==> config.mk <==
export PLATFORM = sky130hd
export DESIGN_NAME = vram_text_writer
export DESIGN_NICKNAME = d
export VERILOG_FILES = /design/src/rtl/vram_text_writer.sv
export SDC_FILE = /design/constraint.sdc
export NUM_CORES = 1
export LEC_CHECK = 0
export BUFFER_PORTS_ARGS = -buffer_cell sky130_fd_sc_hd__buf_2
export CORE_UTILIZATION = 47
export CTS_CLUSTER_DIAMETER = 200
export DETAILED_ROUTE_END_ITERATION = 10
export PLACE_DENSITY = 0.68
export SLEW_MARGIN = 20
export SYNTH_ARGS = -nofsm -noshare
export SYNTH_HDL_FRONTEND = slang
export SYNTH_SLANG_ARGS = --single-unit
==> constraint.sdc <==
create_clock -name CK_i -period 2.9 [get_ports CK_i]
set_input_delay 0.29 -clock CK_i [delete_from_list [all_inputs] [get_ports CK_i]]
set_output_delay 0.29 -clock CK_i [all_outputs]
set_load 0.005 [all_outputs]
==> src/rtl/vram_text_writer.sv <==
// Terminal-style VRAM write sequencer feeding CHR_GEN: PUTC/LOCATE/FILL commands,
// cursor tracking with wrap, CR/LF/BS handling and blank-clearing of each new line.
module vram_text_writer #(
    parameter int unsigned C_COL_W = 5,
    parameter int unsigned C_ROW_W = 5,
    parameter logic [7:0]  C_BLANK = 8'h20
) (
    input  logic                       CK_i,
    input  logic                       XAR_i,
    input  logic                       CK_EE_i,
    input  logic                       CMD_VLD_i,
    output logic                       CMD_RDY_o,
    input  logic [1:0]                 CMD_OPs_i,
    input  logic [C_COL_W+C_ROW_W-1:0] CMD_DATs_i,
    output logic [7:0]                 VRAM_WDs_o,
    output logic [C_COL_W+C_ROW_W-1:0] VRAM_WAs_o,
    output logic                       VRAM_WE_o,
    output logic [C_COL_W+C_ROW_W-1:0] CURSOR_o
);

    localparam int unsigned AW = C_COL_W + C_ROW_W;
    localparam logic [AW-1:0]      AddrOne = AW'(1);
    localparam logic [C_ROW_W-1:0] RowOne  = C_ROW_W'(1);
    localparam logic [C_COL_W-1:0] ColZero = '0;

    localparam logic [1:0] OpPutc   = 2'd0;
    localparam logic [1:0] OpLocate = 2'd1;
    localparam logic [1:0] OpFill   = 2'd2;

    typedef enum logic [1:0] {StIdle, StWr, StLclr, StFill} state_t;

    state_t          r_state, w_state_d;
    logic [7:0]      r_wd, w_wd_d;
    logic [AW-1:0]   r_wa, w_wa_d;
    logic            r_we, w_we_d;
    logic [AW-1:0]   r_cursor, w_cursor_d;

    logic [C_ROW_W-1:0] w_row;
    logic [C_ROW_W-1:0] w_row_inc;
    logic [C_COL_W-1:0] w_col;
    logic [7:0]         w_char;

    assign w_row     = r_cursor[AW-1:C_COL_W];
    assign w_col     = r_cursor[C_COL_W-1:0];
    assign w_row_inc = w_row + RowOne;
    assign w_char    = CMD_DATs_i[7:0];

    always_comb begin
        w_state_d  = r_state;
        w_wd_d     = r_wd;
        w_wa_d     = r_wa;
        w_we_d     = r_we;
        w_cursor_d = r_cursor;
        unique case (r_state)
            StIdle: begin
                if (CMD_VLD_i) begin
                    unique case (CMD_OPs_i)
                        OpPutc: begin
                            case (w_char)
                                8'h0D: w_cursor_d = {w_row, ColZero};
                                8'h0A: begin
                                    w_cursor_d = {w_row_inc, ColZero};
                                    w_state_d  = StLclr;
                                    w_we_d     = 1'b1;
                                    w_wa_d     = {w_row_inc, ColZero};
                                    w_wd_d     = C_BLANK;
                                end
                                8'h08: begin
                                    // col>0 so the decrement never borrows into the row
                                    if (w_col != ColZero) w_cursor_d = r_cursor - AddrOne;
                                end
                                default: begin
                                    w_state_d = StWr;
                                    w_we_d    = 1'b1;
                                    w_wa_d    = r_cursor;
                                    w_wd_d    = w_char;
                                end
                            endcase
                        end
                        OpLocate: w_cursor_d = CMD_DATs_i;
                        OpFill: begin
                            w_state_d = StFill;
                            w_we_d    = 1'b1;
                            w_wa_d    = '0;
                            w_wd_d    = w_char;
                        end
                        default: ;
                    endcase
                end
            end
            StWr: begin
                // Full-width increment carries col overflow into row and wraps row
                w_cursor_d = r_cursor + AddrOne;
                if (&w_col) begin
                    w_state_d = StLclr;
                    w_we_d    = 1'b1;
                    w_wa_d    = {w_row_inc, ColZero};
                    w_wd_d    = C_BLANK;
                end else begin
                    w_state_d = StIdle;
                    w_we_d    = 1'b0;
                end
            end
            StLclr: begin
                if (&r_wa[C_COL_W-1:0]) begin
                    w_state_d = StIdle;
                    w_we_d    = 1'b0;
                end else begin
                    w_wa_d = r_wa + AddrOne;
                end
            end
            StFill: begin
                if (&r_wa) begin
                    w_state_d  = StIdle;
                    w_we_d     = 1'b0;
                    w_cursor_d = '0;
                end else begin
                    w_wa_d = r_wa + AddrOne;
                end
            end
            default: w_state_d = StIdle;
        endcase
    end

    always_ff @(posedge CK_i or negedge XAR_i) begin
        if (!XAR_i) begin
            r_state  <= StIdle;
            r_wd     <= '0;
            r_wa     <= '0;
            r_we     <= 1'b0;
            r_cursor <= '0;
        end else if (CK_EE_i) begin
            r_state  <= w_state_d;
            r_wd     <= w_wd_d;
            r_wa     <= w_wa_d;
            r_we     <= w_we_d;
            r_cursor <= w_cursor_d;
        end
    end

    assign CMD_RDY_o  = (r_state == StIdle);
    assign VRAM_WDs_o = r_wd;
    assign VRAM_WAs_o = r_wa;
    assign VRAM_WE_o  = r_we;
    assign CURSOR_o   = r_cursor;

endmodule

==> flow_summary.toml <==
[status]
status = "finished clean"

[timing]
maxSlewHeadroom_pct = 30.91
finClkSkew_ns = 0.006462
period_minus_slack_ns = 2.635
fin_crit_sh_pct = 90.87
slew_viol_final = 0
hold_violations = 0
fmax_ghz = 0.3795
tightestPinTransition_ns = 1.031
setup_viol = 0
tns_ns = 0
rsz0062_at_grt = "no"

[setup_path]
worstPathMaxFanout = 14
crit_path_max_incr_delay_ns = 0.50
r2r-end = "VRAM_WAs_o[7]$_DFFE_PN0P_"
path_class = "reg2reg"
regToRegSetupSlack_ns = 0.26
crit_path_start_kind = "register"
slowest_stage = "dfrtp_1"
r2r-start = "CURSOR_o[0]$_DFFE_PN0P_"
cp-endpoint = "VRAM_WAs_o[7]$_DFFE_PN0P_"
rr_worst_depth = 7
endpoint_kind = "register"
worst_path_most_repeated_cell = "ha_1"
required_ns = 3.07
crit_start = "CURSOR_o[0]$_DFFE_PN0P_"
arrival_ns = 2.81
path_cells = "ha_1, and3_1, ha_1, o221ai_1, or3_1, o21ai_0, a221o_1"

[synthesis]
synth-compound-area-share_pct = 25.65
synth_flop_cell = "dfrtp_1"
postSynth.asyncResetShare_pct = 100.0
synth_top_family_by_area = "simple AND/OR/NAND/NOR gates"
synthDistinctLibCells = 69
yosysWarnings = 0
syn_inst = 303
synth_edf_count = 0
muxShareOfSynthArea_pct = 1.292
ys_seq_elements = 31
yosysSeqAreaShare_pct = 30.82
synth_xor_area_share_pct = 4.175
synth.area.top_cells = "dfrtp_1 (31%), o21ai_0 (5.2%), nand3_1 (4.2%)"
synth_top_area_cell = "dfrtp_1"
synth.most_common_cell = "dfrtp_1"
synthSimpleGateAreaFrac_pct = 25.99
synthAdderAreaFrac_pct = 3.976
synth_commonest_cells = "dfrtp_1 (31), o21ai_0 (26), nand3_1 (21)"
synth_top_area_share_pct = 30.82
syn_avg_cell_area_um2 = 8.308
synth_area_um2 = 2517
synth_nets = 327

[layout]
areaGrowthSynthToFinish_pct = 12.52
final_util_pct = 55.11
fin_nets = 365
fill_cells = 532
diodes = 0
layout-drive-gt1-share_pct = 20.47

[clock_tree]
cts.repair.resized = 0
cts_sinks = 31
ctsHoldBuffers = 0
clockBufferDepth = 2
path_clk_slew_ns = 0.07
cts_made_buffers = 5
htreeDepth = 2
clk_latency_ns = 0.29
post_cts_buffers = 0
cts_tree = "built"
clock-root-buffer = "clkbuf_8"

[global_route]
grt_max_degree = 32
grt_usage_pct = 27.07
antenna_found_initial = 0
first_global_vias = 2253
gr-total-overflow = 0
grt_pass1_wl_mm = 11.42

[power]
pwr-share-clk_pct = 12.3
power_frac_comb_pct = 52.2
internal-power_mw = 1.460
p_sw_mw = 1.364
pwr-share-seq_pct = 35.4
ir_drop_uv = 437.5
p_sw_share_pct = 48.29
p_leak_nw = 1.255
power_density_nw_per_um2 = 996.8

[flow_run]
cap_violations = 0

[placed_design]
place_hpwl_mm = 5.097
gp_routability_congestion = 0.9091
portBuffers = 45

[floorplanning]
die-area_um2 = 5653
die_h_um = 75.19
core.rowCount = 26
core-area_um2 = 5140
die_w_um = 75.19
start_util_pct = 48.98
num_io_pins = 46

[detailed_routing]
antenna_left = 0
post_drt_via_cell_ratio = 6.133
via_count = 2527
postRouteWirelength_mm = 7.205
wire_per_inst_um = 17.49
drtPass1Iterations = 5
drt_iter0_markers = 264
drc = 0

[hold_path]
hold_class = "in2async"
==> power groups by stage <==
stage | sequential (mW) | combinational [mW] | clock (mW)
after floorplan | 0.832 | 1.17 | 0
final | 1.00 | 1.47 | 0.348
after CTS | 0.991 | 1.47 | 0.350
after global placement | 0.988 | 1.44 | 0
after detailed placement | 0.999 | 1.46 | 0
after global routing | 1.03 | 1.64 | 0.374
==> through the flow <==
| stage | power (mW) | hold slack [ns] | worst slack [ns] | instances | cell area, um^2 |
|---|---|---|---|---|---|
| 3_3_place_gp | 2.427 | 0.3893 | 0.4017 | 404 | 2751 |
| 6_report | 2.824 | 0.04853 | 0.2648 | 412 | 2833 |
| 5_1_grt | 3.051 | 0.1132 | 0.01739 | 412 | 2833 |
| 3_5_place_dp | 2.455 | 0.3956 | 0.3222 | 404 | 2751 |
| 2_1_floorplan | 2.006 | -0.005591 | 0.5864 | 303 | 2517 |
| 4_1_cts | 2.810 | 0.07760 | 0.2907 | 412 | 2833 |
==> registers in the layout, summed over array words and instances (netlist names) <==
signal and count:
VRAM_WDs_o 8, VRAM_WE_o 1, CURSOR_o 10, VRAM_WAs_o 10, r_state 2
==> worst min-delay path by stage <==
| stage | depth (start not counted) | to |
|---|---|---|
| final | 1 | r_state[1]$_DFFE_PN0P_ |
| after detailed placement | 1 | r_state[1]$_DFFE_PN0P_ |
| after floorplan | 0 | CURSOR_o[0]$_DFFE_PN0P_ |
| after global routing | 1 | r_state[0]$_DFFE_PN0P_ |
| after global placement | 1 | VRAM_WAs_o[4]$_DFFE_PN0P_ |
| after CTS | 1 | r_state[1]$_DFFE_PN0P_ |
==> worst max-delay path, delay by kind of cell (launching register included) <==
kind                     cells  cell delay, ns
flip-flops                   1            0.50
AND/OR/NAND/NOR              2            0.66
AO/OA/AOI/OAI                3            0.85
adder cells (fa/ha/maj)      2            0.49
==> cell usage in the layout (no fill, tap or decap), types with 6 or more instances in the layout <==
master and n:
nor3_1 10, nor2_1 19, o21ai_0 26, buf_2 45, a21oi_1 10, nand2_1 20
inv_1 20, buf_4 6, dfrtp_1 31, ha_1 8, and3_1 7, xnor2_1 9
nand3_1 21
==> per-layer routing <==
layer	GRT usage, %	wire [um]	vias up
li1	-	-	1204
met1	36.40	3161	1198
met2	43.94	3404	111
met3	4.685	489	14
met4	9.671	150	0
met5	0	0	-
==> layout make-up <==
cell class	count	area, um^2	area share [%]
Clock buffer	7	76.32	2.694
Clock inverter	1	5.005	0.1767
Inverter	20	75.07	2.650
Multi-Input combinational cell	232	1543	54.46
Sequential cell	31	775.7	27.39
Tap cell	70	87.58	3.092
Timing Repair Buffer	51	270.3	9.541
==> cells by family after synthesis <==
family | after synthesis
simple gates | 119
compound gates | 90
fa+ha+maj | 8
buf+inv | 40
mux | 3
flops | 31
xor+xnor | 12
(Power assumes the default switching activity.)
